--- config.mk ---
export PLATFORM = sky130hd
export DESIGN_NAME = pattern_serializer_flat
export DESIGN_NICKNAME = d
export VERILOG_FILES = /design/src/rtl/pattern_serializer_if.sv /design/src/rtl/pattern_serializer.sv /design/src/flat_wrapper.sv
export SDC_FILE = /design/constraint.sdc
export NUM_CORES = 1
export LEC_CHECK = 0
export ABC_CLOCK_PERIOD_IN_PS = 1800
export BUFFER_PORTS_ARGS = -buffer_cell sky130_fd_sc_hd__buf_2
export CAP_MARGIN = 10
export CORE_MARGIN = 3
export CORE_UTILIZATION = 53
export CTS_CLUSTER_DIAMETER = 50
export DETAILED_ROUTE_END_ITERATION = 6
export PLACE_DENSITY = 0.81
export SLEW_MARGIN = 20
export SYNTH_ARGS = -nofsm -noshare
export SYNTH_HDL_FRONTEND = slang
export SYNTH_SLANG_ARGS = --single-unit
export TNS_END_PERCENT = 30
--- constraint.sdc ---
create_clock -name clk -period 1.8 [get_ports clk]
set_input_delay 0.27 -clock clk [delete_from_list [all_inputs] [get_ports clk]]
set_output_delay 0.27 -clock clk [all_outputs]
set_load 0.005 [all_outputs]
--- src/rtl/pattern_serializer_if.sv ---
// Load handshake and serial output bundle for pattern_serializer.
interface pattern_serializer_if #(
  parameter int WIDTH = 3,
  parameter int CNT_W = 4
);
  logic             load_valid;
  logic             load_ready;
  logic [WIDTH-1:0] load_data;
  logic [CNT_W-1:0] load_reps;
  logic             out;
  logic             out_valid;
  logic             busy;
  logic             done;

  modport master (
    output load_valid, load_data, load_reps,
    input  load_ready, out, out_valid, busy, done
  );

  modport slave (
    input  load_valid, load_data, load_reps,
    output load_ready, out, out_valid, busy, done
  );
endinterface

--- src/rtl/pattern_serializer.sv ---
// Serializes a captured WIDTH-bit pattern MSB-first, load_reps times,
// with GAP idle cycles between frames; all outputs registered.
module pattern_serializer #(
  parameter int WIDTH = 3,
  parameter int GAP   = 1,
  parameter int CNT_W = 4
) (
  input  logic                 clk,
  input  logic                 rst,
  pattern_serializer_if.slave  bus
);

  localparam int IDX_W = (WIDTH > 1) ? $clog2(WIDTH) : 1;
  localparam int GAP_W = (GAP > 1) ? $clog2(GAP) : 1;
  localparam logic [IDX_W-1:0] IDX_MSB  = IDX_W'(WIDTH - 1);
  localparam logic [GAP_W-1:0] GAP_LAST = (GAP > 0) ? GAP_W'(GAP - 1) : '0;

  typedef enum logic [1:0] {
    S_IDLE,
    S_SHIFT,
    S_GAP
  } state_t;

  state_t             state_q, state_d;
  logic [WIDTH-1:0]   pattern_q, pattern_d;
  logic [IDX_W-1:0]   idx_q, idx_d, idx_dec;
  logic [CNT_W-1:0]   frames_q, frames_d;
  logic [GAP_W-1:0]   gap_q, gap_d;
  logic               out_q, out_d;
  logic               out_valid_q, out_valid_d;
  logic               busy_q, busy_d;
  logic               done_q, done_d;
  logic               ready_q, ready_d;

  assign idx_dec = idx_q - 1'b1;

  // idx_q always names the bit currently on out; frames_q counts the
  // frame in flight, so the final frame is recognised at frames_q == 1.
  always_comb begin
    state_d     = state_q;
    pattern_d   = pattern_q;
    idx_d       = idx_q;
    frames_d    = frames_q;
    gap_d       = gap_q;
    out_d       = 1'b0;
    out_valid_d = 1'b0;
    busy_d      = 1'b0;
    done_d      = 1'b0;
    ready_d     = 1'b0;

    case (state_q)
      S_IDLE: begin
        ready_d = 1'b1;
        if (bus.load_valid && ready_q) begin
          pattern_d = bus.load_data;
          frames_d  = bus.load_reps;
          if (bus.load_reps == '0) begin
            done_d = 1'b1;
          end else begin
            state_d     = S_SHIFT;
            idx_d       = IDX_MSB;
            out_d       = bus.load_data[WIDTH-1];
            out_valid_d = 1'b1;
            busy_d      = 1'b1;
            ready_d     = 1'b0;
          end
        end
      end

      S_SHIFT: begin
        if (idx_q != '0) begin
          idx_d       = idx_dec;
          out_d       = pattern_q[idx_dec];
          out_valid_d = 1'b1;
          busy_d      = 1'b1;
        end else if (frames_q <= CNT_W'(1)) begin
          state_d  = S_IDLE;
          frames_d = '0;
          done_d   = 1'b1;
          ready_d  = 1'b1;
        end else begin
          frames_d = frames_q - 1'b1;
          busy_d   = 1'b1;
          if (GAP > 0) begin
            state_d = S_GAP;
            gap_d   = GAP_LAST;
          end else begin
            idx_d       = IDX_MSB;
            out_d       = pattern_q[WIDTH-1];
            out_valid_d = 1'b1;
          end
        end
      end

      S_GAP: begin
        busy_d = 1'b1;
        if (gap_q == '0) begin
          state_d     = S_SHIFT;
          idx_d       = IDX_MSB;
          out_d       = pattern_q[WIDTH-1];
          out_valid_d = 1'b1;
        end else begin
          gap_d = gap_q - 1'b1;
        end
      end

      default: begin
        state_d = S_IDLE;
        ready_d = 1'b1;
      end
    endcase
  end

  always_ff @(posedge clk) begin
    if (!rst) begin
      state_q     <= S_IDLE;
      pattern_q   <= '0;
      idx_q       <= '0;
      frames_q    <= '0;
      gap_q       <= '0;
      out_q       <= 1'b0;
      out_valid_q <= 1'b0;
      busy_q      <= 1'b0;
      done_q      <= 1'b0;
      ready_q     <= 1'b1;
    end else begin
      state_q     <= state_d;
      pattern_q   <= pattern_d;
      idx_q       <= idx_d;
      frames_q    <= frames_d;
      gap_q       <= gap_d;
      out_q       <= out_d;
      out_valid_q <= out_valid_d;
      busy_q      <= busy_d;
      done_q      <= done_d;
      ready_q     <= ready_d;
    end
  end

  assign bus.out        = out_q;
  assign bus.out_valid  = out_valid_q;
  assign bus.busy       = busy_q;
  assign bus.done       = done_q;
  assign bus.load_ready = ready_q;

endmodule

--- src/flat_wrapper.sv ---
// flat-port wrapper written by rule: the top's interface ports become plain ports
module pattern_serializer_flat 
#(
  parameter int WIDTH = 3,
  parameter int GAP   = 1,
  parameter int CNT_W = 4
)
  (clk, rst, bus_load_valid, bus_load_data, bus_load_reps, bus_load_ready, bus_out, bus_out_valid, bus_busy, bus_done);
  pattern_serializer_if #(.WIDTH(WIDTH), .CNT_W(CNT_W)) bus_i ();
  input  logic clk;
  input  logic rst;
  input wire logic [$bits(bus_i.load_valid)-1:0] bus_load_valid;
  input wire logic [$bits(bus_i.load_data)-1:0] bus_load_data;
  input wire logic [$bits(bus_i.load_reps)-1:0] bus_load_reps;
  output wire logic [$bits(bus_i.load_ready)-1:0] bus_load_ready;
  output wire logic [$bits(bus_i.out)-1:0] bus_out;
  output wire logic [$bits(bus_i.out_valid)-1:0] bus_out_valid;
  output wire logic [$bits(bus_i.busy)-1:0] bus_busy;
  output wire logic [$bits(bus_i.done)-1:0] bus_done;
  assign bus_i.load_valid = bus_load_valid;
  assign bus_i.load_data = bus_load_data;
  assign bus_i.load_reps = bus_load_reps;
  assign bus_load_ready = bus_i.load_ready;
  assign bus_out = bus_i.out;
  assign bus_out_valid = bus_i.out_valid;
  assign bus_busy = bus_i.busy;
  assign bus_done = bus_i.done;
  pattern_serializer #(.WIDTH(WIDTH), .GAP(GAP), .CNT_W(CNT_W)) u_core (.clk(clk), .rst(rst), .bus(bus_i));
endmodule
==> results.ini <==
[timing]
slew_violations = 0
slew-limit-headroom_pct = 71.12
rsz0062_at_grt = no
setup_viol = 0
fmax_mhz = 641.5
period_minus_slack_ns = 1.559
setup-tns-final_ns = 0
fin_crit_sh_pct = 86.61
hold_viol = 0
tightest_slew_ns = 0.4326
finClkSkew_ns = 0.007389

[clocking]
cts_max_level = 1
numCtsBuffers = 3
cts_hold_buf = 0
cts_sinks = 16
clkLatencyLatePin_ns = 0.29
post_cts_buffers = 0
clk_path_buf_depth = 2
cts_resized = 0
clk_pin_slew_ns = 0.10
cts_tree = done
cts-root-buf = clkbuf_4

[place]
io_buffers = 14
dp.cells = 120
finalWeightedCongestion = 0.8283
detailed_place_hpwl_mm = 1.340

[logic_synthesis]
yosys-top-cells-area = dfxtp_1 38%, nand2_1 4.9%, ha_1 4.5%
yosysTopAreaCell = dfxtp_1
synth_nets = 107
syn_area_um2 = 842.1
netlist_instances = 94
synth_seq_area_share_pct = 38.04
yosysUniqueCellTypes = 37
yosysWarnings = 0
synthArstFlopShare_pct = 0
synth_top_area_share_pct = 38.04
synth_edf_count = 0
syn_area_per_cell_um2 = 8.958
ys.flop_type = dfxtp_1
synth_seq_cells = 16

[flow_run]
drv_cap = 0

[final_layout]
n_antenna_cell = 0
layout_common_cells = 16 x dfxtp_1, 14 x buf_2, 11 x nand2_1
areaGrowthSynthToFinish_pct = 12.78
layout-drive-gt1-share_pct = 24.77
layout_commonest_cell = dfxtp_1
final_nets = 123
fin_util_pct = 67.89
final.fill_count = 115
final_cell_count_no_fill = 124

[route]
vias = 758
drc = 0
wire_per_inst_um = 14.73
final_antenna_net_count = 0
drt-vias-per-instance = 6.113
drt-initial-drc-count = 26
routed_wl_mm = 1.827
drt_pre_antenna_iters = 4

[floorplan]
std_cell_rows = 13
core_mm2 = 0.001399
die_w_um = 45.86
io_pins = 15
die_h_um = 45.86
dieArea_mm2 = 0.002103
start_util_pct = 60.20

[grt]
grt_pass1_wl_mm = 3.187
grt_pass1_vias = 708
overflow = 0
antenna_found_initial = 0
grt_use_total_pct = 20.80
grt_max_degree = 13

[critical_path]
arrival_ns = 1.79
crit_required_ns = 2.03
path_class = flip-flop to flip-flop
path_max_fanout = 9
crit_path_end_kind = flip-flop
cp-start-kind = flip-flop

[outcome]
status = finished clean

[power_and_ir_drop]
ir_drop_uv = 817.9
power_density_mw_per_mm2 = 1112
p_leak_uw = 0.0003916

[min_path]
min_path_type = input pin to flip-flop

-- final timing paths --
path	startpoint	end	slack, ns	depth (start not counted)
setup / recovery	u_core.idx_q[0]	u_core.frames_q[0]	0.24	6
hold / removal	bus_load_data[0]	u_core.pattern_q[0]	0.22	3
setup reg to reg	u_core.idx_q[0]	u_core.frames_q[0]	0.24	6
hold reg to reg	u_core.pattern_q[0]	u_core.pattern_q[0]	0.49	2
-- registers in the layout (all words and copies together) (netlist names) --
signal / flops
u_core.frames_q: 4
u_core.pattern_q: 3
u_core.idx_q: 2
u_core.state_q: 2
u_core.bus.busy: 1
u_core.bus.done: 1
u_core.bus.load_ready: 1
u_core.bus.out: 1
u_core.bus.out_valid: 1
-- Yosys cell counts (2+ instances only) --
library cell	instances
a31oi_1	2
o221a_1	2
nand2b_1	2
nor3_1	3
dfxtp_1	16
o21ai_0	7
o21ai_1	3
ha_1	3
a21oi_1	6
inv_1	6
nor2_1	6
o211ai_1	2
nand2_1	11
buf_2	2
-- worst max-delay path, cell delays in order (launching register included) --
cell	delay (ns)
dfxtp_1	0.33
inv_1	0.13
ha_1	0.33
nand2_1	0.16
a21oi_2	0.30
o21ai_0	0.12
a21oi_1	0.14
-- cells by family after synthesis --
| group | Yosys count | synth area share, % |
|---|---|---|
| compound gates | 34 | 28.08 |
| xor+xnor | 1 | 1.040 |
| fa+ha+maj | 3 | 4.458 |
| buf+inv | 10 | 5.646 |
| flops | 16 | 38.04 |
| mux | 1 | 1.189 |
| simple gates | 29 | 21.54 |
-- where the power goes --
| group | leakage [uW] | total (uW) | internal, uW | switching, uW |
|---|---|---|---|---|
| sequential | 0.000132 | 474 | 412 | 61.4 |
| clock | 0.0000210 | 245 | 123 | 122 |
| combinational | 0.000239 | 337 | 153 | 184 |
-- area by class of cell --
type | count | area [um2] | area share [%]
Clock buffer | 4 | 36.28 | 3.821
Tap cell | 15 | 18.77 | 1.976
Inverter | 6 | 22.52 | 2.372
Sequential cell | 16 | 320.3 | 33.73
Multi-Input combinational cell | 68 | 474.2 | 49.93
Timing Repair Buffer | 15 | 77.57 | 8.169
-- routing by layer --
layer	share of wire [%]	wire length, um	vias up	GRT usage [%]
met1	46	834	355	29.15
met2	47	861	27	31.32
met3	6.3	116	4	3.953
li1	-	-	372	-
met4	0.77	14	0	7.386
met5	0	0	-	0
-- stage by stage --
stage / hold slack (ns) / worst slack [ns] / power (uW) / area, um2
final: 0.2223 / 0.2411 / 1056 / 949.7
after global routing: 0.2211 / 0.07334 / 1123 / 949.7
after CTS: 0.2245 / 0.2468 / 1052 / 949.7
after detailed placement: 0.4762 / 0.2688 / 812.7 / 913.4
after global placement: 0.4742 / 0.3237 / 797.1 / 913.4
after floorplan: 0.4060 / 0.5018 / 725.5 / 842.1
No activity file was read; power rests on OpenSTA's default activity.
